File: config.mk
export PLATFORM = sky130hd
export DESIGN_NAME = qspi_tx_shift
export DESIGN_NICKNAME = d
export VERILOG_FILES = /design/src/rtl/qspi_pkg.sv /design/src/rtl/qspi_tx_shift.sv
export SDC_FILE = /design/constraint.sdc
export NUM_CORES = 1
export LEC_CHECK = 0
export CORE_AREA = 3 3 82 84
export DETAILED_ROUTE_END_ITERATION = 12
export DIE_AREA = 0 0 85 87
export PLACE_DENSITY = 0.69
export SYNTH_ARGS = -nofsm -noshare
export SYNTH_HDL_FRONTEND = slang
export SYNTH_SLANG_ARGS = --single-unit
File: constraint.sdc
create_clock -name clk_i -period 3.5 [get_ports clk_i]
set_input_delay 0.7 -clock clk_i [delete_from_list [all_inputs] [get_ports clk_i]]
set_output_delay 0.7 -clock clk_i [all_outputs]
set_load 0.01 [all_outputs]
File: src/rtl/qspi_pkg.sv
// Shared types and constants for the quad-SPI transmit shifter.
// Holds the FSM state encoding and the byte-length encoding.
package qspi_pkg;

  localparam int QSPI_WORD_W = 32;
  localparam int QSPI_NIB_W  = 4;

  typedef enum logic {
    IDLE  = 1'b0,
    SHIFT = 1'b1
  } state_e;

  // len_i encoding: bytes to send minus one
  localparam logic [1:0] LEN_1B = 2'd0;
  localparam logic [1:0] LEN_2B = 2'd1;
  localparam logic [1:0] LEN_3B = 2'd2;
  localparam logic [1:0] LEN_4B = 2'd3;

  // index of the last nibble of a transfer: 2*len+1
  function automatic logic [2:0] nib_last(
    input logic [1:0] len
  );
    return {len, 1'b1};
  endfunction

endpackage

File: src/rtl/qspi_tx_shift.sv
// Quad-SPI transmit shifter: one nibble per cycle,
// 1..4 bytes per word, selectable nibble order.
module qspi_tx_shift
  import qspi_pkg::*;
(
  input  logic                   clk_i,
  input  logic                   rst_ni,
  input  logic [QSPI_WORD_W-1:0] data_i,
  input  logic [1:0]             len_i,
  input  logic                   msb_first_i,
  input  logic                   valid_i,
  output logic                   ready_o,
  output logic [QSPI_NIB_W-1:0]  qsd_o,
  output logic                   qsd_oe_o,
  output logic                   busy_o,
  output logic                   done_o
);

  state_e                 state_q, state_d;
  logic [QSPI_WORD_W-1:0] sreg_q, sreg_d;
  logic [2:0]             cnt_q, cnt_d;
  logic                   msb_q, msb_d;
  logic                   done_q, done_d;

  // MSB-first words are left-aligned so the top nibble
  // always leaves from [31:28]; LSB-first words are
  // masked and leave from [3:0].
  logic [4:0]             shamt;
  logic [QSPI_WORD_W-1:0] load_msb;
  logic [QSPI_WORD_W-1:0] load_lsb;

  assign shamt    = {~len_i, 3'b000};
  assign load_msb = data_i << shamt;
  assign load_lsb = data_i & ({QSPI_WORD_W{1'b1}} >> shamt);

  // state and datapath registers
  always_ff @(posedge clk_i or negedge rst_ni) begin
    if (!rst_ni) begin
      state_q <= IDLE;
      sreg_q  <= '0;
      cnt_q   <= '0;
      msb_q   <= 1'b0;
      done_q  <= 1'b0;
    end else begin
      state_q <= state_d;
      sreg_q  <= sreg_d;
      cnt_q   <= cnt_d;
      msb_q   <= msb_d;
      done_q  <= done_d;
    end
  end

  // next-state: load on accept, shift and count in SHIFT
  always_comb begin
    state_d = state_q;
    sreg_d  = sreg_q;
    cnt_d   = cnt_q;
    msb_d   = msb_q;
    done_d  = 1'b0;
    unique case (state_q)
      IDLE: begin
        if (valid_i) begin
          state_d = SHIFT;
          cnt_d   = nib_last(len_i);
          msb_d   = msb_first_i;
          sreg_d  = msb_first_i ? load_msb : load_lsb;
        end
      end
      SHIFT: begin
        sreg_d = msb_q ? (sreg_q << QSPI_NIB_W)
                       : (sreg_q >> QSPI_NIB_W);
        if (cnt_q == 3'd0) begin
          state_d = IDLE;
          done_d  = 1'b1;
        end else begin
          cnt_d = cnt_q - 3'd1;
        end
      end
      default: state_d = IDLE;
    endcase
  end

  assign ready_o  = (state_q == IDLE);
  assign busy_o   = (state_q == SHIFT);
  assign qsd_oe_o = busy_o;
  assign done_o   = done_q;
  assign qsd_o    = !qsd_oe_o ? '0
                  : msb_q     ? sreg_q[QSPI_WORD_W-1 -: QSPI_NIB_W]
                              : sreg_q[QSPI_NIB_W-1:0];

endmodule

After elaboration in Yosys (flattened, before gate mapping)
Cells that the tools add are included.

Register bits after elaboration: 38. Output and inout bits: 8. Word-level logic and storage cells: 30.

Add/subtract/negate cells: 1. Eq/ne operators: 2. Shifts and indexed selects: 2. Muxes and demuxes: 14. Bitwise gates (word level): 3. Reduce and logical (&&, ||, !) cells: 3.

Operators with widths (count): $mux 32 (3); $pmux 32 s2 (1); $and 32x32->32 (1); $shl 32x5->32 (1); $shr 32x5->32 const A (1); $mux 4 (2); $mux 3 (2); $pmux 3 s2 (1); $mux 1 (4); $ne 2x2->1 const B (2); $reduce_and 2->1 (2); $logic_not 3->1 (1); $sub 3x1->3 const B (1); $not 2->2 (1); $pmux 1 s2 (1); $not 1->1 (1).

Longest topological paths before layout
Depth after elaboration: 6. Depth in mapped cells: 6. Mapped depth without buffers: 6.

Worst setup path before layout
Ideal clock, no wire load.

Kind: reg-to-output. Start point: register msb_q. End point: output port qsd_o[0]. Arrival: 1.079 ns. Setup slack: 1.721 ns. Cell stages (with the launch flop): 6. Path buffers: 3. Cell sequence: dfrtp_1 buf_4 buf_6 buf_4 mux2i_1 nor2_1.

Cells in the longest elaborated chain, start to end: 2.

RTL lines: start, declared (RTL line qspi_tx_shift.sv:22) `logic msb_q, msb_d;`; start signal, assigned (RTL line qspi_tx_shift.sv:48) `msb_q <= msb_d;`; $mux 4 (RTL line qspi_tx_shift.sv:88) `: msb_q ? sreg_q[QSPI_WORD_W-1 -: QSPI_NIB_W]`; $mux 4 (RTL line qspi_tx_shift.sv:87) `assign qsd_o = !qsd_oe_o ? '0`; end, declared (RTL line qspi_tx_shift.sv:13) `output logic [QSPI_NIB_W-1:0] qsd_o,`.

No other way between the ends.

Final worst setup path
Start point: register msb_q. End point: output port qsd_o[3].

Same word-level chain as after synthesis.

==> metrics.yaml <==
detailed_routing:
  antenna_left: 0
  routed-wl-met2_um: 3540
  wl_met1_um: 3230
  drc: 0
  wl_met3_um: 530
  top_layer: "met4"
  vias_per_cell: 6.32
  drt-initial-drc-count: 199
  post_drt_wl_per_cell_um: 20.1
  vias: 2314
  wirelength_um: 7370
  drt-pass1-iter-count: 5
power:
  intPower_w: 0.00144
  swShare: 0.384
  comb_power_share: 0.484
  powerDensity_nw_per_um2: 744
  ir_worst_vdd_v: 0.000312
  p_leak_nw: 1.30
  sequentialPowerShare: 0.361
  total_power_w: 0.00234
  p_switching_w: 0.000896
  clockPowerShare: 0.155
finish:
  finish.utilization: 0.524
  layout_commonest_cell: "clkdlybuf4s50_1"
  fin_area_um2: 3140
  fin_nets: 330
  drive_gt1_frac: 0.158
  layout_common_cells: "clkdlybuf4s50_1 (44), dfrtp_1 (37), mux2i_1 (26), a211oi_1 (14), nor3_1 (13)"
  n_fill_cell: 560
  syn_to_final_growth_pct: 22.0
  antenna_cells: 0
yosys:
  yosys-top-cells-area: "dfrtp_1 (37%), mux2i_1 (10%), mux2_2 (5.3%)"
  syn_inst: 252
  ys_ff_latch: 38
  ys_warn_count: 0
  synthArstFlopShare: 1.00
  ys_types: 43
  synth_top_area_frac: 0.369
  synth-main-ff-cell: "dfrtp_1"
  yosysSeqAreaShare: 0.369
  syn_nets: 292
  syn-cell-area_um2: 2570
  synth_top_area_cell: "dfrtp_1"
  synth_edf_count: 0
  synth.avg_cell_area_um2: 10.2
critical_path:
  path_class: "flop to output pin"
  r2r_start: "msb_q"
  path_max_fanout: 16
  cp_data_arrival_time_ps: 2000
  cp-startpoint: "msb_q"
  cp_slowest_stage_delay_ps: 870
  start_kind: "flop"
  path_cells: "mux2i_1 > nor2_1 > clkdlybuf4s50_1"
  cp-end-kind: "output pin"
  worst_path_max_delay_cell: "dfrtp_1"
  crit_family: "flip-flops"
  critPathRequiredTime_ps: 2800
  crit_buf_inv: 1
clocking:
  cts_root_buffer: "clkbuf_8"
  cts_setup_buffers: 0
  cts_resized: 0
  cts_buffer_depth: 2
  h-tree-depth: 2
  clkSinkCount: 38
  ctsHoldBuffers: 0
  clkTransAtPathRegs_ps: 80
  cts_buffers: 5
  cts_tree: "yes"
  clkLatencyLatePin_ps: 290
placed_design:
  gp_congestion: 0.893
  placed_area_um2: 3030
  io_buffers: 45
  place_hpwl_um: 5340
status:
  outcome: "complete, no violations"
global_routing:
  overflow: 0
  grtUsageTotal: 0.205
  grt_pass1_vias: 2323
  grt_max_degree: 39
  antenna_found_initial: 0
  grt_pass1_wl_um: 11900
sta:
  setup_viol: 0
  hold_violations: 0
  relSlewSlack: 0.400
  worst_pin_slew_ps: 900
  rsz0062_at_grt: "false"
  fmax_mhz: 371
  fin_crit_sh: 0.771
  clock_skew_ps: 4.82
  finalCriticalPeriod_ps: 2700
  report.final.slew_viol_count: 0
  setup_tns_ps: 0
die:
  rows: 28
  dieArea_um2: 7400
  die_x_um: 85
  core_area_um2: 5990
  die_y_um: 87
  io_pins: 46
  start_util: 0.430
min_path:
  hold_start: "cnt_q[0]"
  hp-class: "flop to flop"
job:
  cap_violations: 0
## cell usage after synthesis (all sizes together), types with 2 or more instances
cell / count
dfrtp: 38
mux2i: 26
buf: 21
a221oi: 17
a211oi: 14
nor3: 13
mux2: 12
nor2: 11
nor3b: 11
nand2: 10
inv: 9
a221o: 8
o21ai: 8
nor2b: 7
a21oi: 5
a31oi: 5
a222oi: 4
a22o: 4
a22oi: 4
and2: 3
and3: 3
nand2b: 3
a311oi: 2
clkbuf: 2
ha: 2
nand3b: 2
## routing by layer
| metal | up-vias | global-route usage |
|---|---|---|
| met5 | - | 0 |
| met4 | 0 | 0.0432 |
| met3 | 10 | 0.0482 |
| met2 | 116 | 0.339 |
| met1 | 1117 | 0.275 |
| li1 | 1071 | - |
## flip-flops by register name (all words and copies together), names as in the netlist
register	count
cnt_q	3
msb_q	1
sreg_q	32
done_o	1
busy_o	1
## area by class of cell
cell class                      count  area [µm²]  area share
Multi-Input combinational cell    182        1440       0.458
Sequential cell                    38         952       0.303
Timing Repair Buffer               54         513       0.163
Clock buffer                        8         110      0.0351
Tap cell                           75        93.8      0.0299
Inverter                            9        33.8      0.0108
## power groups by stage
stage / sequential, W / combinational (W) / clock [W]
2_1_floorplan: 0.000766 / 0.000885 / 0
3_3_place_gp: 0.000843 / 0.00111 / 0
3_5_place_dp: 0.000848 / 0.00113 / 0
4_1_cts: 0.000841 / 0.00114 / 0.000369
5_1_grt: 0.000875 / 0.00125 / 0.000387
6_report: 0.000843 / 0.00113 / 0.000361
## worst register-to-register path, cell delays in order, from the launching register on
cell,delay [ps]
dfrtp_1,870
buf_4,360
mux2_2,360
a221oi_1,240
nand2_1,80
## stage by stage
| step | hold slack [ps] | instances | setup WS [ps] |
|---|---|---|---|
| floorplan | 404 | 252 | 1720 |
| global placement | 467 | 358 | 927 |
| detailed placement | 481 | 358 | 856 |
| CTS | 491 | 366 | 786 |
| global route | 531 | 366 | 653 |
| finish | 486 | 366 | 802 |
## kinds of logic (layout without fill, tap and decap cells)
family | count (synthesis) | in the layout | share of synthesized area
compound gates | 76 | 76 | 0.251
simple gates | 65 | 65 | 0.140
mux | 38 | 38 | 0.154
flops | 38 | 38 | 0.369
buf+inv | 32 | 71 | 0.0719
fa+ha+maj | 3 | 3 | 0.0141
## worst paths after layout
| kind | endpoint | slack [ps] | cells after the start |
|---|---|---|---|
| hold / removal | cnt_q[0] | 490 | 1 |
| min in group asynchronous | sreg_q[2] | 530 | 1 |
| setup / recovery | qsd_o[3] | 800 | 3 |
| max in group asynchronous | busy_o | 2350 | 1 |
| hold reg to reg | cnt_q[0] | 490 | 1 |
| setup reg to reg | sreg_q[20] | 1480 | 4 |
(Power assumes the default switching activity.)
